<file path="src/rtl/cla_pkg.sv">
// Shared constants, state encoding and arbitration helper for the CLA arbiter.
package cla_pkg;

    localparam int CLA_WIDTH = 64;

    localparam logic [1:0] ST_IDLE = 2'd0;
    localparam logic [1:0] ST_EXEC = 2'd1;
    localparam logic [1:0] ST_RESP = 2'd2;

    typedef enum logic [1:0] {
        IDLE = ST_IDLE,
        EXEC = ST_EXEC,
        RESP = ST_RESP
    } state_t;

    localparam logic REQ0 = 1'b0;
    localparam logic REQ1 = 1'b1;

    // Round-robin pick: on a tie the requester that did not win last time goes.
    function automatic logic rr_pick(input logic v0, input logic v1, input logic last);
        if (v0 && v1) begin
            return ~last;
        end
        return v1 ? REQ1 : REQ0;
    endfunction

endpackage

</file>
<file path="src/rtl/S4_CLA.sv">
// 64-bit adder built from sixteen 4-bit carry-lookahead slices with rippled group carry.
// Carry-out is not exposed; the sum wraps modulo 2^64.
module S4_CLA (
    input  logic [63:0] A,
    input  logic [63:0] B,
    output logic [63:0] SUM
);

    logic [63:0] g;
    logic [63:0] p;
    logic [63:0] c;
    logic [15:0] gc;

    assign g     = A & B;
    assign p     = A ^ B;
    assign gc[0] = 1'b0;

    for (genvar i = 0; i < 16; i++) begin : g_slice
        localparam int LO = 4 * i;

        assign c[LO]   = gc[i];
        assign c[LO+1] = g[LO] | (p[LO] & gc[i]);
        assign c[LO+2] = g[LO+1]
                       | (p[LO+1] & g[LO])
                       | (p[LO+1] & p[LO] & gc[i]);
        assign c[LO+3] = g[LO+2]
                       | (p[LO+2] & g[LO+1])
                       | (p[LO+2] & p[LO+1] & g[LO])
                       | (p[LO+2] & p[LO+1] & p[LO] & gc[i]);

        // The top slice's group carry would be the discarded carry-out.
        if (i < 15) begin : g_carry
            assign gc[i+1] = g[LO+3]
                           | (p[LO+3] & g[LO+2])
                           | (p[LO+3] & p[LO+2] & g[LO+1])
                           | (p[LO+3] & p[LO+2] & p[LO+1] & g[LO])
                           | (p[LO+3] & p[LO+2] & p[LO+1] & p[LO] & gc[i]);
        end
    end

    assign SUM = p ^ c;

endmodule

</file>
<file path="src/rtl/cla_arbiter.sv">
// Round-robin front end sharing one S4_CLA between two valid/ready requesters.
// One operation in flight: accept, register the sum, then hold it until the consumer takes it.
module cla_arbiter
    import cla_pkg::*;
#(
    parameter int WIDTH = CLA_WIDTH
) (
    input  logic             clk,
    input  logic             rst,
    input  logic             req0_valid,
    input  logic [WIDTH-1:0] req0_a,
    input  logic [WIDTH-1:0] req0_b,
    output logic             req0_ready,
    input  logic             req1_valid,
    input  logic [WIDTH-1:0] req1_a,
    input  logic [WIDTH-1:0] req1_b,
    output logic             req1_ready,
    output logic             resp_valid,
    output logic             resp_id,
    output logic [WIDTH-1:0] resp_sum,
    input  logic             resp_ready,
    output logic             busy
);

    state_t           state;
    state_t           state_nxt;
    logic [WIDTH-1:0] op_a;
    logic [WIDTH-1:0] op_b;
    logic [WIDTH-1:0] cla_sum;
    logic             cur_id;
    logic             last_grant;
    logic             grant_id;
    logic             accept;

    S4_CLA u_cla (
        .A   (op_a),
        .B   (op_b),
        .SUM (cla_sum)
    );

    assign grant_id = rr_pick(req0_valid, req1_valid, last_grant);
    assign busy     = (state != IDLE);

    always_ff @(posedge clk or posedge rst) begin
        if (rst) begin
            state <= IDLE;
        end else begin
            state <= state_nxt;
        end
    end

    always_comb begin
        state_nxt  = state;
        accept     = 1'b0;
        req0_ready = 1'b0;
        req1_ready = 1'b0;
        case (state)
            IDLE: begin
                if (req0_valid || req1_valid) begin
                    accept     = 1'b1;
                    req0_ready = (grant_id == REQ0);
                    req1_ready = (grant_id == REQ1);
                    state_nxt  = EXEC;
                end
            end
            EXEC: begin
                state_nxt = RESP;
            end
            RESP: begin
                if (resp_ready) begin
                    state_nxt = IDLE;
                end
            end
            default: begin
                state_nxt = IDLE;
            end
        endcase
    end

    always_ff @(posedge clk or posedge rst) begin
        if (rst) begin
            op_a       <= '0;
            op_b       <= '0;
            cur_id     <= REQ0;
            last_grant <= REQ1;
            resp_valid <= 1'b0;
            resp_id    <= REQ0;
            resp_sum   <= '0;
        end else begin
            if (accept) begin
                op_a       <= (grant_id == REQ1) ? req1_a : req0_a;
                op_b       <= (grant_id == REQ1) ? req1_b : req0_b;
                cur_id     <= grant_id;
                last_grant <= grant_id;
            end
            // resp_sum/resp_id only move on EXEC, so they stay put through RESP and after it.
            if (state == EXEC) begin
                resp_sum   <= cla_sum;
                resp_id    <= cur_id;
                resp_valid <= 1'b1;
            end else if (state == RESP && resp_ready) begin
                resp_valid <= 1'b0;
            end
        end
    end

endmodule

</file>
<file path="config.mk">
export PLATFORM = sky130hd
export DESIGN_NAME = cla_arbiter
export DESIGN_NICKNAME = d
export VERILOG_FILES = /design/src/rtl/cla_pkg.sv /design/src/rtl/S4_CLA.sv /design/src/rtl/cla_arbiter.sv
export SDC_FILE = /design/constraint.sdc
export NUM_CORES = 1
export LEC_CHECK = 0
export ABC_AREA = 1
export BUFFER_PORTS_ARGS = -buffer_cell sky130_fd_sc_hd__buf_2
export CAP_MARGIN = 20
export CORE_MARGIN = 2
export CORE_UTILIZATION = 56
export DETAILED_ROUTE_END_ITERATION = 16
export PLACE_DENSITY = 0.87
export SKIP_CTS_REPAIR_TIMING = 1
export SLEW_MARGIN = 10
export SYNTH_ARGS = -nofsm -noshare
export SYNTH_HDL_FRONTEND = slang
export SYNTH_SLANG_ARGS = --single-unit
</file>
<file path="constraint.sdc">
create_clock -name clk -period 14.3 [get_ports clk]
set_input_delay 0.715 -clock clk [delete_from_list [all_inputs] [get_ports clk]]
set_output_delay 0.715 -clock clk [all_outputs]
set_load 0.1 [all_outputs]
</file>
* Word level (Yosys, flattened, before mapping) *
Cells that the tools add are included.
Widths: inputs -> output; s select.

storage, ports and cells
  output and inout bits = 69
  word-level logic and storage cells = 435
  register bits after elaboration = 198
  bits of input ports = 261

cells by class
  equal/unequal tests = 4
  reduce and logical (&&, ||, !) cells = 7
  muxes and demuxes = 17
  bitwise gates (word level) = 399

operators with widths
  operator            count
  $and 1x1->1         242
  $or 1x1->1          152
  $mux 64             2
  $xor 64x64->64      2
  $and 63x63->63      1
  $mux 1              12
  $pmux 2 s3          1
  $mux 2              2
  $ne 2x2->1 const B  2
  $reduce_bool 2->1   2
  $eq 2x1->1 const B  1
  $eq 2x2->1 const B  1
  $logic_and 1x1->1   2
  $logic_not 2->1     1
  $not 1->1           2
  $reduce_and 2->1    1
  $logic_or 1x1->1    1

* Depth between registers and ports, before layout *
Gate-level depths: netlist (run 1).

  depth in word-level cells = 36
  mapped depth = 38
  mapped depth without buffers = 38

* Modules after synthesis *
A second synthesis (run 1) with hierarchy kept.

unflattened totals
  cells, all modules = 1599
  area total of the unflattened synthesis = 11841.4 um2

modules (own cells, without submodules)
  module       instances  cells an instance  seq. area each (um2)  area each (um2)
  cla_arbiter  1          1267               4956.0                9218.8
  S4_CLA       1          332                0.0                   2622.5

* Worst setup path before layout (run 1) *
Ideal clock, no wire load.

  path kind = flip-flop to flip-flop
  from = reg op_a[3]
  to = reg resp_sum[61]
  arrival = 3.300 ns
  path buffers = 0
  cell stages (with the launch flop) = 36
  library setup time = 0.134 ns
  setup slack = 10.866 ns
  path through = dfrtp_1 ha_1 or2_0 nand2_1 nand2_2 nand2_2 nand2_4 nand2_4 nand2_4 nand2_4 nand2_4 nand2_4 nand2_4 nand2_4 nand2_4 nand2_4 nand2_4 nand2_4 nand2_4 nand2_4 nand2_4 nand2_4 nand2_4 nand2_4 nand2_4 nand2_4 nand2_4 nand2_4 nand2_4 nand2_4 nand2_4 nand2_4 nand2_4 fa_1 xnor2_1 o21ai_0

between the ends
  cells in the longest elaborated chain, start to end = 36
  elaborated cells on any way between the ends = 41
  those cells by class = 41 x bitwise

RTL lines
  item                                              RTL line                                  RTL
  from (decl)                                       cla_arbiter.sv:27                         logic [WIDTH-1:0] op_a;
  from (signal assigned)                            cla_arbiter.sv:91                         op_a <= (grant_id == REQ1) ? req1_a : req0_a;
  $xor 64x64->64                                    S4_CLA.sv:15                              assign p = A ^ B;
  $and 1x1->1, on equally long branches             S4_CLA.sv:34, S4_CLA.sv:35, S4_CLA.sv:36
  $or 1x1->1, or another cell as far along          S4_CLA.sv:34                              | (p[LO+3] & g[LO+2])
  $or 1x1->1 / $and 1x1->1 (equally long branches)  S4_CLA.sv:35, S4_CLA.sv:36
  $or 1x1->1 *                                      S4_CLA.sv:36                              | (p[LO+3] & p[LO+2] & p[LO+1] & g[LO])
  $and 1x1->1 *                                     S4_CLA.sv:37                              | (p[LO+3] & p[LO+2] & p[LO+1] & p[LO] & gc[i]);
  $or 1x1->1 *                                      S4_CLA.sv:37
  $and 1x1->1 *                                     S4_CLA.sv:37
  [20 not listed]                                   --
  $or 1x1->1 *                                      S4_CLA.sv:37
  $and 1x1->1 *                                     S4_CLA.sv:37
  $or 1x1->1 *                                      S4_CLA.sv:37
  $and 1x1->1 *                                     S4_CLA.sv:37
  $or 1x1->1 *                                      S4_CLA.sv:37
  $and 1x1->1 *                                     S4_CLA.sv:22                              assign c[LO+1] = g[LO] | (p[LO] & gc[i]);
  $or 1x1->1 *                                      S4_CLA.sv:22
  $xor 64x64->64 *                                  S4_CLA.sv:41                              assign SUM = p ^ c;
  to (signal assigned)                              cla_arbiter.sv:98                         resp_sum <= cla_sum;
  to (decl)                                         cla_arbiter.sv:20                         output logic [WIDTH-1:0] resp_sum,

Every way passes the cells marked *; elsewhere a longest branch is shown, timed or not.
A chain may end at the register's enable or synchronous reset.

* Final worst setup path (run 1) *
Same ends and word-level chain as after synthesis.

==> results by stage, run 1 <==
GRT:
- For this run, global-route usage on met1 was measured as 0.3692.
- The pin count of the biggest net entering global routing is 142.
- The number of global-route vias before repair is about 9900.
- The met3 track utilization from global routing is 0.05030.
- The global router's overall resource usage is 0.2918.
- For met2 alone, demand over resource in global routing was 0.4879.
- The global-route wire length before repair is ~47000 µm.
- The initial antenna violation count is 0.
- The most used routing layer is met2.
- After global routing the overflow that remains totals 0.

Die:
- The floorplan has 50 rows.
- The die outline width is ~140 µm.
- The initial core utilization is 0.5736.
- The die covers about 0.020 mm².
- The I/O pin total is 330.
- In this run the vertical extent of the chip is 142.9 µm.
- The area of the placeable core is between 0.015 and 0.02 mm².

Placement:
- At the end of routability-driven placement, the weighted congestion stood at 0.9137.
- The placed wire-length estimate is 20890 µm.
- During placement, the flow inserted port buffers numbering 329.

Drt:
- The total via count after detailed routing is 10020.
- For this block, the initial DRC count from the detailed router was 861.
- In the final routed layout, each cell accounts on average for 15.60 µm.
- The first detailed-routing pass took 8 iterations.
- The per-cell via count in the routed design is about 5.3.
- Once detail routing completed, the nets flagged for antenna violations numbered 0.
- The final layout contains routed wiring with a total length of approximately 30000 µm.
- The post-route DRC violation count is 0.

Yosys:
- The mapped netlist covers 0.01080 mm².
- Of all cell types, the one taking the most synthesized area is sky130_fd_sc_hd__dfrtp_1.
- By area the synthesized netlist is led by sky130_fd_sc_hd__dfrtp_1, sky130_fd_sc_hd__o21ai_0, sky130_fd_sc_hd__nand2_1.
- Counting every net in the synthesized netlist gives about 1600.
- A synthesized cell averages 8.257 µm².
- The cell count after synthesis came out at between 1000 and 1500.
- The register area share after synthesis is 0.4589.
- The proportion of netlist area held by the largest area contributor is 0.4564.
- For this run, the number of Yosys warnings is 0.
- The count of cell types in the netlist is 25.
- The flip-flop and latch count after synthesis is 198.

Setup path:
- The minimum setup slack among reg-to-reg paths is about 10 ns.
- STA classifies the critical path endpoint as a flop.
- The count of cells along the worst register-to-register path is 35.
- STA classifies the critical path startpoint as a flop.
- Counting stages on the worst path, the most repeated cell is sky130_fd_sc_hd__nand2_4.
- Along the worst path, the maximum fanout reaches 3.
- The worst register-to-register path begins at op_a[3].
- The endpoint identified for the worst register-to-register timing path is resp_sum[61].
- The worst endpoint data arrival time is 4.13 ns.
- Data on the critical path is required at its endpoint by 14.57 ns.
- For this run, the slowest stage of the critical path takes ~0.4 ns.
- The critical path start-end classification is reg -> reg.
- The cell at the slowest stage of the critical path is sky130_fd_sc_hd__dfrtp_1.

Timing:
- The maximum clock frequency is between 200 and 300 MHz.
- Summed over all failing endpoints, the final setup total negative slack is 0 ns.
- The setup-violating endpoint count in the final report is 0.
- Dividing the final minimum period by the clock period gives 0.2699.
- The number of pins with negative max-slew slack in the final report is 0.
- The worst slew margin relative to its limit is 0.3561.
- At the pin with the least slew margin, the transition time is around 0.97 ns.
- The number of endpoints with negative hold slack in the final report is 0.
- Across the routed clock network, the largest skew measured is approximately 0.015 ns.
- Setup repair after global routing left no endpoint under its margin.
- The final period demand of the worst path is between 3 and 4 ns.

CTS:
- Counting the buffers created by CTS gives 17.
- The count of clock tree sinks is 198.
- CTS placed an instance of sky130_fd_sc_hd__clkbuf_16 at the clock tree root.
- The clock network latency to the later pin of the worst-skew pair is ~0.43 ns.
- The TritonCTS clock tree is yes.
- The longest clock path from root to sink contains 2 buffers.
- The clock-pin slew on the worst setup and hold paths is approximately 0.07 ns.
- The H-tree generated during clock tree synthesis spans 4 levels.

Layout:
- The combined area of the multi-input logic cells is around 0.0054 mm².
- The commonest non-fill, non-tap cell in the layout is sky130_fd_sc_hd__nand2_1.
- Compared with the post-synthesis result, the final layout area differs by 22.61%.
- The number of nets in the finished design is slightly below 2000.
- 0 antenna diodes ended up in the layout.
- Registers take about 0.005 mm².
- After filler insertion, the fill cell instance count of the layout stands at approximately 1400.
- The fraction of layout cells with a size suffix above 1 is 0.2533.
- The library cells used most frequently in the layout, excluding fill and tap cells, are sky130_fd_sc_hd__nand2_1, sky130_fd_sc_hd__buf_2, sky130_fd_sc_hd__o21ai_0.

Min path:
- The cell depth of the worst min-delay path is 2.
- The worst hold path belongs to the class reg -> reg.
- The worst hold path terminates at resp_sum[48].
- In this run the most critical hold path is launched from resp_sum[48].

Status:
- The flow ran to the end, and the final reports show no timing, DRC or antenna violations.

Flow run:
- The max-cap check violation count is 0.
-- cells by family (layout without fill, tap and decap cells) --
logic type      count (synthesis)  count (layout)  synth area share
buf+inv                       115             422           0.04020
simple gates                  586             586            0.2337
compound gates                298             298            0.1387
xor+xnor                       32              32           0.02595
flops                         198             198            0.4589
fa+ha+maj                      79              79            0.1026
-- worst max-delay path: cells and delay by family (launching register included) --
family                     cells  cell delay, ns
and+or+nand+nor               31            2.32
DFF                            1            0.40
AOI/OAI and AO/OA              1            0.09
xor gates and xnor gates       1            0.17
adders and majority gates      2            0.73
-- sequential cells by signal, summed over array words and instances (netlist names) --
| register | flops |
|---|---|
| cur_id | 1 |
| last_grant | 1 |
| op_a | 64 |
| op_b | 64 |
| resp_id | 1 |
| resp_sum | 64 |
| resp_valid | 1 |
| state | 2 |
-- layer usage --
metal / up-vias / share of wire / wire length, µm
met3: 82 / 0.058 / 1705
met2: 380 / 0.49 / 14300
met5: - / 0 / 0
met4: 0 / 0.041 / 1190
met1: 4664 / 0.41 / 12070
li1: 4894 / - / -
-- layout make-up --
type,instances,area share
Multi-Input combinational cell,995,0.4105
Clock inverter,10,0.008976
Clock buffer,22,0.03656
Tap cell,260,0.02457
Sequential cell,198,0.3742
Inverter,51,0.01512
Timing Repair Buffer,339,0.1300
-- synthesized netlist by cell type --
master,count
sky130_fd_sc_hd__nand2_1,346
sky130_fd_sc_hd__o21ai_0,261
sky130_fd_sc_hd__dfrtp_1,197
sky130_fd_sc_hd__nor2_1,125
sky130_fd_sc_hd__nand3_1,68
sky130_fd_sc_hd__ha_1,63
sky130_fd_sc_hd__clkbuf_1,62
sky130_fd_sc_hd__inv_1,48
sky130_fd_sc_hd__a21oi_1,33
sky130_fd_sc_hd__nand2_4,27
sky130_fd_sc_hd__xnor2_1,20
sky130_fd_sc_hd__fa_1,16
sky130_fd_sc_hd__nor3_1,12
sky130_fd_sc_hd__xor2_1,12
sky130_fd_sc_hd__nand2_2,4
sky130_fd_sc_hd__buf_2,2
sky130_fd_sc_hd__inv_2,2
sky130_fd_sc_hd__nand4_1,2
sky130_fd_sc_hd__o21ai_1,2
sky130_fd_sc_hd__a31oi_1,1
sky130_fd_sc_hd__clkinv_1,1
sky130_fd_sc_hd__dfstp_2,1
sky130_fd_sc_hd__nand3b_1,1
sky130_fd_sc_hd__o211a_1,1
sky130_fd_sc_hd__or2_0,1
-- per-stage QoR --
step,hold WS (ns),util,std cells,instance area [µm²],setup slack [ns]
6_report,0.4718,0.7033,1875,13240,10.44
5_1_grt,0.4756,0.7033,1875,13240,10.16
4_1_cts,0.4708,0.7033,1875,13240,10.43
3_5_place_dp,0.4538,0.6712,1843,12640,10.52
3_3_place_gp,0.4517,0.6712,1843,12640,10.65
2_1_floorplan,0.4481,-,1308,10800,8.189
-- worst max path at each step --
stage | from | to | slack [ns] | depth (start not counted)
floorplan | rst | cur_id | 8.19 | 1
global placement | op_a[3] | resp_sum[61] | 10.65 | 35
detailed placement | op_a[3] | resp_sum[61] | 10.52 | 35
CTS | op_a[3] | resp_sum[61] | 10.43 | 35
global route | op_a[13] | resp_sum[61] | 10.16 | 30
finish | op_a[3] | resp_sum[61] | 10.44 | 35
Power of run 1 is not shown: default switching activity piles up to over one toggle a cycle in this logic, so the estimate is an artifact.
==> run 2: changes to the inputs <==
--- a/config.mk
+++ b/config.mk
@@ -9,9 +9,9 @@
 export BUFFER_PORTS_ARGS = -buffer_cell sky130_fd_sc_hd__buf_2
 export CAP_MARGIN = 20
 export CORE_MARGIN = 2
-export CORE_UTILIZATION = 56
+export CORE_UTILIZATION = 47
 export DETAILED_ROUTE_END_ITERATION = 16
-export PLACE_DENSITY = 0.87
+export PLACE_DENSITY = 0.78
 export SKIP_CTS_REPAIR_TIMING = 1
 export SLEW_MARGIN = 10
 export SYNTH_ARGS = -nofsm -noshare
==> constraint.sdc (replaced) <==
create_clock -name clk -period 3.2 [get_ports clk]
set_input_delay 0.16 -clock clk [delete_from_list [all_inputs] [get_ports clk]]
set_output_delay 0.16 -clock clk [all_outputs]
set_load 0.1 [all_outputs]
==> run 2 against run 1 <==
Net effect: the run now ends with negative hold slack, negative setup slack left; setup slack worse by 11 ns; non-clock buffer count up 92; die area up 19%; critical path depth down 1; cell count up 6.2%; clock-buffer cell count down 4; first-iteration DRC count down 23%; hold slack worse by 0.50 ns; highest routed layer unchanged.
==> results by stage, run 2 (synthesis results as in run 1) <==
Min path:
- The cell depth of the worst min-delay path is 3 (+1).
- The type of the most critical hold path is in -> reg.

Placement:
- The placed wire-length estimate was 21700 µm (+3.9%).
- The placed instance area is 0.01300 mm² (+2.9%).
- The number of buffer cells added on primary ports is 329 (unchanged).
- The final weighted congestion in routability-driven placement is 0.8839 (-3.3%).

Timing:
- The maximum clock frequency is 283.0 MHz (+9.2%).
- The slack of the critical path is -0.3340 ns (-10.77 ns).
- Setup repair after global routing could not meet its margin everywhere.
- The worst setup skew after layout came to 0.01696 ns (+0.002009 ns).
- The worst slew margin relative to its limit came to 0.2568 (-0.09935).
- The worst hold slack after final layout was -0.02867 ns (-0.5004 ns).
- The transition time at the pin with the least slew margin is 1.114 ns (+0.1478 ns).
- The number of endpoints with negative hold slack in the final report is 1 (+1).
- The post-route clock period utilization came to 1.104 (+0.8345).
- The setup-violating endpoint count in the final report is 10 (+10).
- The number of pins with negative max-slew slack in the final report came to 0 (unchanged).
- The final period demand of the worst path is 3.534 ns (-0.3251 ns).

Drt:
- The total via count after detailed routing is 10430 (+4.1%).
- The number of routed nets with antenna violations came to 0 (unchanged).
- The initial detailed-routing violation count is 663 (-23%).
- The post-route DRC violation count is 0 (unchanged).
- The number of detailed-routing iterations run before antenna repair is 8 (unchanged).
- The routed length per instance came to 15.48 µm (-0.82%).
- The per-cell via count in the routed design was 5.234 (-2.1%).
- The total length of routed met3 wires was 1634 µm (-4.2%).
- The highest routed metal layer is met4.
- The total wire length after detailed routing is 30830 µm (+5.4%).
- The amount of wire on met2 after detailed routing is 15120 µm (+5.8%).
- The post-route met1 wirelength came to 12930 µm (+7.2%).

Setup path:
- The endpoint identified for the worst register-to-register timing path is resp_sum[61].
- The count of cells along the worst register-to-register path is 34 (-2.9%).
- The critical path start-end classification is reg -> reg.
- The delay contributed by the slowest stage of the critical path was 0.43 ns (+0.03 ns).
- The critical register-to-register path startpoint is op_b[7].
- The worst setup path is launched from a flop.
- In this run the worst setup path begins at op_b[7].
- The minimum setup slack among reg-to-reg paths was -0.33 ns (-10.77 ns).
- Among all stages on the critical path, the largest delay is contributed by sky130_fd_sc_hd__dfrtp_1.
- The most prevalent standard cell on the critical path is sky130_fd_sc_hd__nand2_4.
- The top fanout value on the critical path is 4 (+1).
- The worst endpoint data arrival time is 3.82 ns (-0.31 ns).
- The worst setup path endpoint is resp_sum[61].
- The data required time of the worst path was 3.48 ns (-11.09 ns).
- STA classifies the critical path endpoint as a flop.

Die:
- The die footprint is 0.02421 mm² (+19%).
- The number of rows created at floorplan is 55 (+10%).
- The initial core utilization came to 0.4785 (-0.09506).
- The area of the placeable core is 0.02257 mm² (+20%).
- The I/O pin total is 330 (unchanged).
- The height of the die is 155.6 µm (+8.9%).
- The die outline width was 155.6 µm (+8.9%).

GRT:
- The global-route wire length before repair is 47710 µm (+1.2%).
- The total overflow reported by the global router is 0 (unchanged).
- The global router's overall resource usage is 0.2481 (-0.04371).
- The initial antenna violation count is 0 (unchanged).
- The number of global-route vias before repair is 9810 (-1.2%).
- The pin count of the biggest net entering global routing is 100 (-30%).

Layout:
- The final non-filler cell area is 0.01428 mm² (+7.9%).
- The number of nets in the finished design is 2034 (+4.7%).
- The commonest non-fill, non-tap cell in the layout is sky130_fd_sc_hd__nand2_1.
- In the final layout, the registers with the most flip-flops are op_a: 64 flops, op_b: 64 flops, resp_sum: 64 flops.
- The fraction of layout cells with a size suffix above 1 was 0.2806 (+0.02736).
- The library cells used most frequently in the layout, excluding fill and tap cells, are sky130_fd_sc_hd__nand2_1, sky130_fd_sc_hd__buf_2, sky130_fd_sc_hd__o21ai_0.
- The antenna cell count is 0 (unchanged).
- The post-synthesis to final-layout area growth is 32.25%.

CTS:
- The clock-pin slew on the worst setup and hold paths is 0.08 ns (about the same).
- The count of clock tree sinks is 198 (unchanged).
- The clock network latency to the later pin of the worst-skew pair is 0.43 ns (about the same).
- TritonCTS built the clock tree.
- The cell at the root of the clock tree is sky130_fd_sc_hd__clkbuf_16.
- The maximum clock insertion buffer count was 2 (unchanged).
- The number of levels the H-tree was split into was 4 (unchanged).
- The clock buffer count from CTS is 17 (unchanged).

Status:
- The final reports fail on negative hold slack, negative setup slack.
- The run finished, with violations left.

Flow run:
- The max-cap check violation count came to 0 (unchanged).
run 2: cell types whose count changed in the layout (fill, tap and decap cells not counted), sizes merged:
cell and delta:
buf +48, bufinv +1, clkbuf -4, clkinv -3, clkinvlp +3, dlygate4sd3 +44
inv +3
run 2: worst min-delay path by stage:
stage | start | to | slack, ns
3_3_place_gp | rst | resp_sum[7] | 0.08
2_1_floorplan | resp_ready | state[1] | 0.27
5_1_grt | req1_a[49] | op_a[49] | -0.03
6_report | req1_a[49] | op_a[49] | -0.03
4_1_cts | rst | resp_sum[6] | -0.39
3_5_place_dp | rst | resp_sum[6] | 0.08
run 2: per-stage QoR:
step           instances  utilization  setup TNS (ns)  worst slack [ns]  hold WS (ns)
5_1_grt             1992       0.6328          -4.421           -0.5257      -0.02769
3_3_place_gp        1905       0.5761         -0.9510           -0.2579       0.07887
2_1_floorplan       1308            -         -0.4482           -0.1613        0.2672
6_report            1992       0.6328          -1.709           -0.3340      -0.02867
4_1_cts             1937       0.6034          -2.261           -0.4026       -0.3908
3_5_place_dp        1905       0.5761          -1.886           -0.3690       0.07667
run 2: critical path: cells and delay by family (launching register included):
kind                       cells  cell delay, ns
AOI/OAI and AO/OA              2            0.20
adders and majority gates      2            0.64
DFF                            1            0.43
xor gates and xnor gates       1            0.15
and+or+nand+nor               29            1.93
run 2: cell type report:
type	count	area (µm²)
clock inverter	14	188.9
timing repair buffer	431	2562
clock buffer	18	429.2
inverter	51	196.4
fill	1911	8288
multi-input combinational	995	5594
tap	285	356.6
sequential	198	4956
run 2: metal layers:
layer / track usage / vias to the layer above
li1: - / 5081
met1: 0.3168 / 4872
met2: 0.4223 / 388
met3: 0.03944 / 85
met4: 0.1035 / 0
met5: 0 / -
Power of run 2 is left out for the same reason.
